<file path="config.mk">
export PLATFORM = sky130hd
export DESIGN_NAME = fetch_unit
export DESIGN_NICKNAME = d
export VERILOG_FILES = /design/src/rtl/fetch_pkg.sv /design/src/rtl/fetch_queue.sv /design/src/rtl/fetch_unit.sv
export SDC_FILE = /design/constraint.sdc
export NUM_CORES = 1
export LEC_CHECK = 0
export CAP_MARGIN = 15
export CORE_ASPECT_RATIO = 0.8
export CORE_MARGIN = 10
export CORE_UTILIZATION = 30
export DETAILED_ROUTE_END_ITERATION = 16
export DONT_BUFFER_PORTS = 1
export PLACE_DENSITY_LB_ADDON = 0.3
export RECOVER_POWER = 100
export SLEW_MARGIN = 0
export SYNTH_ARGS = -nofsm -noshare
export SYNTH_HDL_FRONTEND = slang
export SYNTH_SLANG_ARGS = --single-unit
export TNS_END_PERCENT = 30
</file>
<file path="constraint.sdc">
create_clock -name CLK -period 2.6 [get_ports CLK]
set_input_delay 0.26 -clock CLK [delete_from_list [all_inputs] [get_ports CLK]]
set_output_delay 0.26 -clock CLK [all_outputs]
set_load 0.05 [all_outputs]
</file>
<file path="src/rtl/fetch_pkg.sv">
// Shared types and sizing for the instruction fetch unit.
// Build option: define FETCH_QUEUE2_EN for a two-entry fetch queue (default is one entry).
package fetch_pkg;

    localparam int unsigned ADDR_W  = 8;
    localparam int unsigned INSTR_W = 16;

`ifdef FETCH_QUEUE2_EN
    localparam int unsigned FETCH_DEPTH = 2;
`else
    localparam int unsigned FETCH_DEPTH = 1;
`endif

    typedef enum logic [1:0] {
        StIdle,
        StFetchLo,
        StFetchHi
    } fetch_state_e;

    typedef struct packed {
        logic [INSTR_W-1:0] instr;
        logic [ADDR_W-1:0]  pc;
    } fetch_entry_t;

endpackage

</file>
<file path="src/rtl/fetch_queue.sv">
// Shift-register instruction queue; slot 0 is always the head.
// Build option: depth follows FETCH_DEPTH, which FETCH_QUEUE2_EN selects.
module fetch_queue
    import fetch_pkg::*;
#(
    parameter int unsigned Depth = FETCH_DEPTH
) (
    input  logic                               clk_i,
    input  logic                               rst_ni,
    input  logic                               push_i,
    input  fetch_entry_t                       push_entry_i,
    input  logic                               pop_i,
    input  logic                               flush_i,
    output logic                               valid_o,
    output logic [$clog2(Depth + 1)-1:0]       count_o,
    output fetch_entry_t                       head_o
);

    localparam int unsigned CntW = $clog2(Depth + 1);

    fetch_entry_t [Depth-1:0] mem_q, mem_d;
    logic [CntW-1:0]          count_q, count_d;
    logic [CntW-1:0]          wr_idx;
    logic                     do_push, do_pop;

    // Flush wins over any pop; the fetch FSM never pushes while flushing.
    assign do_pop  = pop_i && (count_q != '0) && !flush_i;
    assign do_push = push_i && !flush_i && ((count_q < CntW'(Depth)) || do_pop);
    assign wr_idx  = count_q - CntW'(do_pop);

    always_comb begin
        mem_d   = mem_q;
        count_d = count_q;
        if (flush_i) begin
            count_d = '0;
        end else begin
            if (do_pop) begin
                for (int i = 0; i < int'(Depth) - 1; i++) begin
                    mem_d[i] = mem_q[i+1];
                end
            end
            for (int i = 0; i < int'(Depth); i++) begin
                if (do_push && (CntW'(i) == wr_idx)) begin
                    mem_d[i] = push_entry_i;
                end
            end
            count_d = count_q + CntW'(do_push) - CntW'(do_pop);
        end
    end

    always_ff @(posedge clk_i or negedge rst_ni) begin
        if (!rst_ni) begin
            mem_q   <= '0;
            count_q <= '0;
        end else begin
            mem_q   <= mem_d;
            count_q <= count_d;
        end
    end

    assign valid_o = (count_q != '0);
    assign count_o = count_q;
    assign head_o  = mem_q[0];

endmodule

</file>
<file path="src/rtl/fetch_unit.sv">
// Two-beat byte fetch FSM feeding a small instruction queue toward decode.
// Build option: FETCH_QUEUE2_EN selects a two-entry queue instead of one.
module fetch_unit #(
    parameter int unsigned ADDR_W = fetch_pkg::ADDR_W
) (
    input  logic                        CLK,
    input  logic                        RESET_L,
    input  logic [ADDR_W-1:0]           PC,
    input  logic                        EN_L,
    input  logic                        FLUSH,
    output logic                        PC_ADV,
    output logic                        IMEM_REQ,
    output logic [ADDR_W-1:0]           IMEM_ADDR,
    input  logic                        IMEM_ACK,
    input  logic [7:0]                  IMEM_DATA,
    output logic                        INSTR_VALID,
    input  logic                        INSTR_READY,
    output logic [fetch_pkg::INSTR_W-1:0] INSTR,
    output logic [ADDR_W-1:0]           INSTR_PC
);

    import fetch_pkg::*;

    localparam int unsigned CntW = $clog2(FETCH_DEPTH + 1);
    localparam logic [ADDR_W-1:0] EvenMask = ~ADDR_W'(1);

    fetch_state_e          state_q, state_d;
    logic [ADDR_W-1:0]     pc_q, pc_d;
    logic [ADDR_W-1:0]     addr_q, addr_d;
    logic [INSTR_W/2-1:0]  lo_byte_q, lo_byte_d;
    logic                  req_q, req_d;
    logic                  kill_q, kill_d;
    logic                  kill;
    logic                  push;
    logic                  pc_adv;
    logic [CntW-1:0]       count;
    fetch_entry_t          head;
    fetch_entry_t          push_entry;

    // A flush seen at any point of a fetch poisons it; the beat still finishes its handshake.
    assign kill = FLUSH || kill_q;

    always_comb begin
        state_d   = state_q;
        pc_d      = pc_q;
        addr_d    = addr_q;
        lo_byte_d = lo_byte_q;
        req_d     = req_q;
        kill_d    = kill_q;
        push      = 1'b0;
        pc_adv    = 1'b0;
        unique case (state_q)
            StIdle: begin
                if (!EN_L && !FLUSH && (count < CntW'(FETCH_DEPTH))) begin
                    state_d = StFetchLo;
                    pc_d    = PC & EvenMask;
                    addr_d  = PC & EvenMask;
                    req_d   = 1'b1;
                    kill_d  = 1'b0;
                end
            end
            StFetchLo: begin
                if (IMEM_ACK) begin
                    if (kill) begin
                        state_d = StIdle;
                        req_d   = 1'b0;
                    end else begin
                        state_d   = StFetchHi;
                        lo_byte_d = IMEM_DATA;
                        addr_d    = pc_q | ADDR_W'(1);
                    end
                end else if (FLUSH) begin
                    kill_d = 1'b1;
                end
            end
            StFetchHi: begin
                if (IMEM_ACK) begin
                    state_d = StIdle;
                    req_d   = 1'b0;
                    push    = !kill;
                    pc_adv  = !kill;
                end else if (FLUSH) begin
                    kill_d = 1'b1;
                end
            end
            default: state_d = StIdle;
        endcase
    end

    always_ff @(posedge CLK or negedge RESET_L) begin
        if (!RESET_L) begin
            state_q   <= StIdle;
            pc_q      <= '0;
            addr_q    <= '0;
            lo_byte_q <= '0;
            req_q     <= 1'b0;
            kill_q    <= 1'b0;
        end else begin
            state_q   <= state_d;
            pc_q      <= pc_d;
            addr_q    <= addr_d;
            lo_byte_q <= lo_byte_d;
            req_q     <= req_d;
            kill_q    <= kill_d;
        end
    end

    assign push_entry = '{instr: {lo_byte_q, IMEM_DATA}, pc: pc_q};

    fetch_queue #(
        .Depth(FETCH_DEPTH)
    ) u_queue (
        .clk_i       (CLK),
        .rst_ni      (RESET_L),
        .push_i      (push),
        .push_entry_i(push_entry),
        .pop_i       (INSTR_READY),
        .flush_i     (FLUSH),
        .valid_o     (INSTR_VALID),
        .count_o     (count),
        .head_o      (head)
    );

    assign PC_ADV    = pc_adv;
    assign IMEM_REQ  = req_q;
    assign IMEM_ADDR = addr_q;
    assign INSTR     = head.instr;
    assign INSTR_PC  = head.pc;

endmodule

</file>
==> results.cfg <==
[clock_tree]
htreeDepth = 2
clock_path_buffers = 2
clock-sinks = 51
cts.clk_slew.worst_paths_ns = 0.09
ctsRootBufferMaster = clkbuf_8
cts_buffers = 5
clock_latency_ns = 0.30
ctsResizeCount = 0
cts_tree = done

[synthesis]
syn_area_um2 = 2200
synthTopCellsByArea = dfrtp_1, mux2_2, ha_1, nand4bb_4, o2bb2ai_4
syn_inst = 141
synth_flop_cell = dfrtp_1
avgSynthCellArea_um2 = 15.6
synth-async-reset-ratio_pct = 100
yosys.area.top_type = dfrtp_1
synth_compound_area_share_pct = 4.72
synth_top_family_by_area = multiplexers
yosysWarnings = 0
ys_seq_area_share_pct = 58.1
synth.distinct_cells = 26
synth.most_common_cell = mux2_2
synth-edff-count = 0
synth-seq-cells = 51
synth_commonest_cells = mux2_2, dfrtp_1, ha_1, buf_2, inv_1
synth-xor-area-share_pct = 0
synth_adder_area_share_pct = 3.41
yosysTopAreaCellShare_pct = 58.1
syn-num-nets = 169
synthSimpleGateAreaFrac_pct = 4.44
synth_mux_area_share_pct = 27.1

[critical_path]
start_kind = register
required_ns = 2.79
worstPathMaxFanout = 11
r2r-start = state_q[1]$_DFFE_PN0P_
crit_path_end_kind = register
arrival_ns = 2.38
critical_path_class = register to register
startpoint = state_q[1]$_DFFE_PN0P_

[outcome]
status = finished clean

[floorplanning]
row_count = 27
pin_count = 57
start_util_pct = 31.4
die_h_um = 96.6
core_area_um2 = 6990
die_x_um = 116
die-area_um2 = 11200

[sta]
period_minus_slack_ns = 2.19
rsz0062_at_grt = no
setup_violations = 0
fin_crit_sh_pct = 84.4
setup-tns-final_ns = 0
max_freq_mhz = 456
worst_slew_pin_slew_ns = 1.25
fin_skew_ns = 0.00703
finalMaxSlewViolations = 0
relSlewSlack_pct = 16.4
hold_viol_final = 0

[routing]
drt-vias-per-instance = 4.95
postRouteAntennaNets = 0
drt_iter0_markers = 22
post-route-drc-count = 0
wirelength_um = 4770
vias = 1177
routedWlPerCell_um = 20.0
first_pass_iters = 4

[cells_and_area]
final_core_util_pct = 34.0
seq_area_um2 = 1280
area_delta_synth_final_pct = 8.25
final_cells = 238
drive_gt1_share_pct = 41.7
fin_nets = 178
fillers = 675
design_area_um2 = 2380
multiInputGateArea_um2 = 851
n_antenna_cell = 0

[global_routing]
gr-usage-all-layers_pct = 8.93
grt_use_met1_pct = 8.91
grt_pass1_wl_um = 7510
antenna_found_initial = 0
first_global_vias = 1305
grt.met2_usage_pct = 15.3
grt_busiest_layer = met2
grt_util_met3_pct = 4.87
grt_max_degree = 52
overflow = 0

[place]
hpwl_um = 3580
dpl.cell_count = 227
gp_congestion = 0.731
place_area_um2 = 2310
io_buffers = 0

[min_path]
hp-class = input port to register
hp-start = IMEM_DATA[7]

[power]
ir_drop_mv = 0.603
power.leakage_nw = 1.09
p_per_area_nw_per_um2 = 1290

[flow_run]
max_cap_viol_count = 0
-- cell usage in the layout, fill, tap and decap left out --
cell type | synthesis | final
nand2b_1 | 1 | 1
clkbuf_8 | 0 | 5
mux2i_1 | 1 | 1
o21a_1 | 1 | 1
buf_4 | 1 | 1
o31a_2 | 1 | 1
conb_1 | 1 | 1
o32a_1 | 1 | 1
nand2_1 | 1 | 1
dfrtp_1 | 51 | 51
nand3b_1 | 1 | 1
o2bb2ai_1 | 1 | 2
and3_1 | 1 | 1
inv_1 | 4 | 4
o21ba_1 | 0 | 1
mux2_2 | 52 | 52
nor4b_4 | 1 | 1
clkbuf_2 | 0 | 1
nand4bb_4 | 1 | 1
dlygate4sd3_1 | 0 | 2
ha_1 | 6 | 6
a2111oi_0 | 0 | 1
clkbuf_1 | 1 | 6
o21ai_0 | 3 | 3
nor2_1 | 2 | 2
clkinv_2 | 0 | 1
nor4b_1 | 1 | 1
nor2b_1 | 1 | 1
-- metrics by stage --
stage	hold slack, ns	total power, mW	setup slack (ns)
4_1_cts	0.00244	3.18	0.508
3_3_place_gp	-0.0337	2.64	0.623
6_report	0.106	3.07	0.406
2_1_floorplan	-0.0356	2.48	0.333
5_1_grt	0.0887	3.26	0.263
3_5_place_dp	-0.0339	2.71	0.525
-- layer usage --
metal | share of wire [%] | wire, um | up-vias
li1 | - | - | 520
met1 | 37 | 1770 | 607
met2 | 49 | 2340 | 45
met3 | 12 | 586 | 5
met4 | 1.4 | 68 | 0
met5 | 0 | 0 | -
-- cells by family after synthesis --
| group | Yosys count |
|---|---|
| muxes | 53 |
| DFF | 51 |
| AOI/OAI and AO/OA | 10 |
| buffers and inverters | 10 |
| and+or+nand+nor | 10 |
| adders and majority gates | 6 |
| other | 1 |
-- worst paths after layout --
check,cells past startpoint,endpoint,slack [ns]
worst min-delay path,1,lo_byte_q[7]$_DFFE_PN0P_,0.11
min in group asynchronous,2,IMEM_ADDR[0]$_DFFE_PN0P_,0.80
worst min register to register,1,lo_byte_q[1]$_DFFE_PN0P_,0.51
worst max register to register,5,IMEM_ADDR[3]$_DFFE_PN0P_,0.41
max in group asynchronous,2,pc_q[2]$_DFFE_PN0P_,1.04
worst max-delay path,5,IMEM_ADDR[3]$_DFFE_PN0P_,0.41
-- sequential cells by signal (all words and copies together), names as in the netlist --
signal	cells
kill_q	1
u_queue.head_o	23
u_queue.count_o	1
state_q	2
lo_byte_q	8
pc_q	7
IMEM_REQ	1
IMEM_ADDR	8
-- cell type report --
class | count | share of cell area (%)
clock inverter | 1 | 0.210
inverter | 4 | 0.631
timing repair buffer | 8 | 2.00
sequential | 51 | 53.6
tap | 87 | 4.57
clock buffer | 7 | 3.21
multi-input combinational | 80 | 35.8
-- repair_timing --
action / CTS / global route
hold endpoints to repair: 51 / 1
hold buffers: 2 / 1
setup buffers: 0 / 0
-- power breakdown --
part           internal, mW  total [mW]  switching, mW
Clock                 0.189       0.435          0.246
Combinational         0.420       0.725          0.304
Sequential             1.09        1.91          0.821
Total                  1.70        3.07           1.37
-- worst max-delay path, stage by stage, from the launching register on --
cell and delay [ns]:
dfrtp_1 0.43, inv_1 0.09, ha_1 0.22, nand4bb_4 0.27
o2bb2ai_1 0.66, mux2_2 0.41
(Power assumes the default switching activity.)
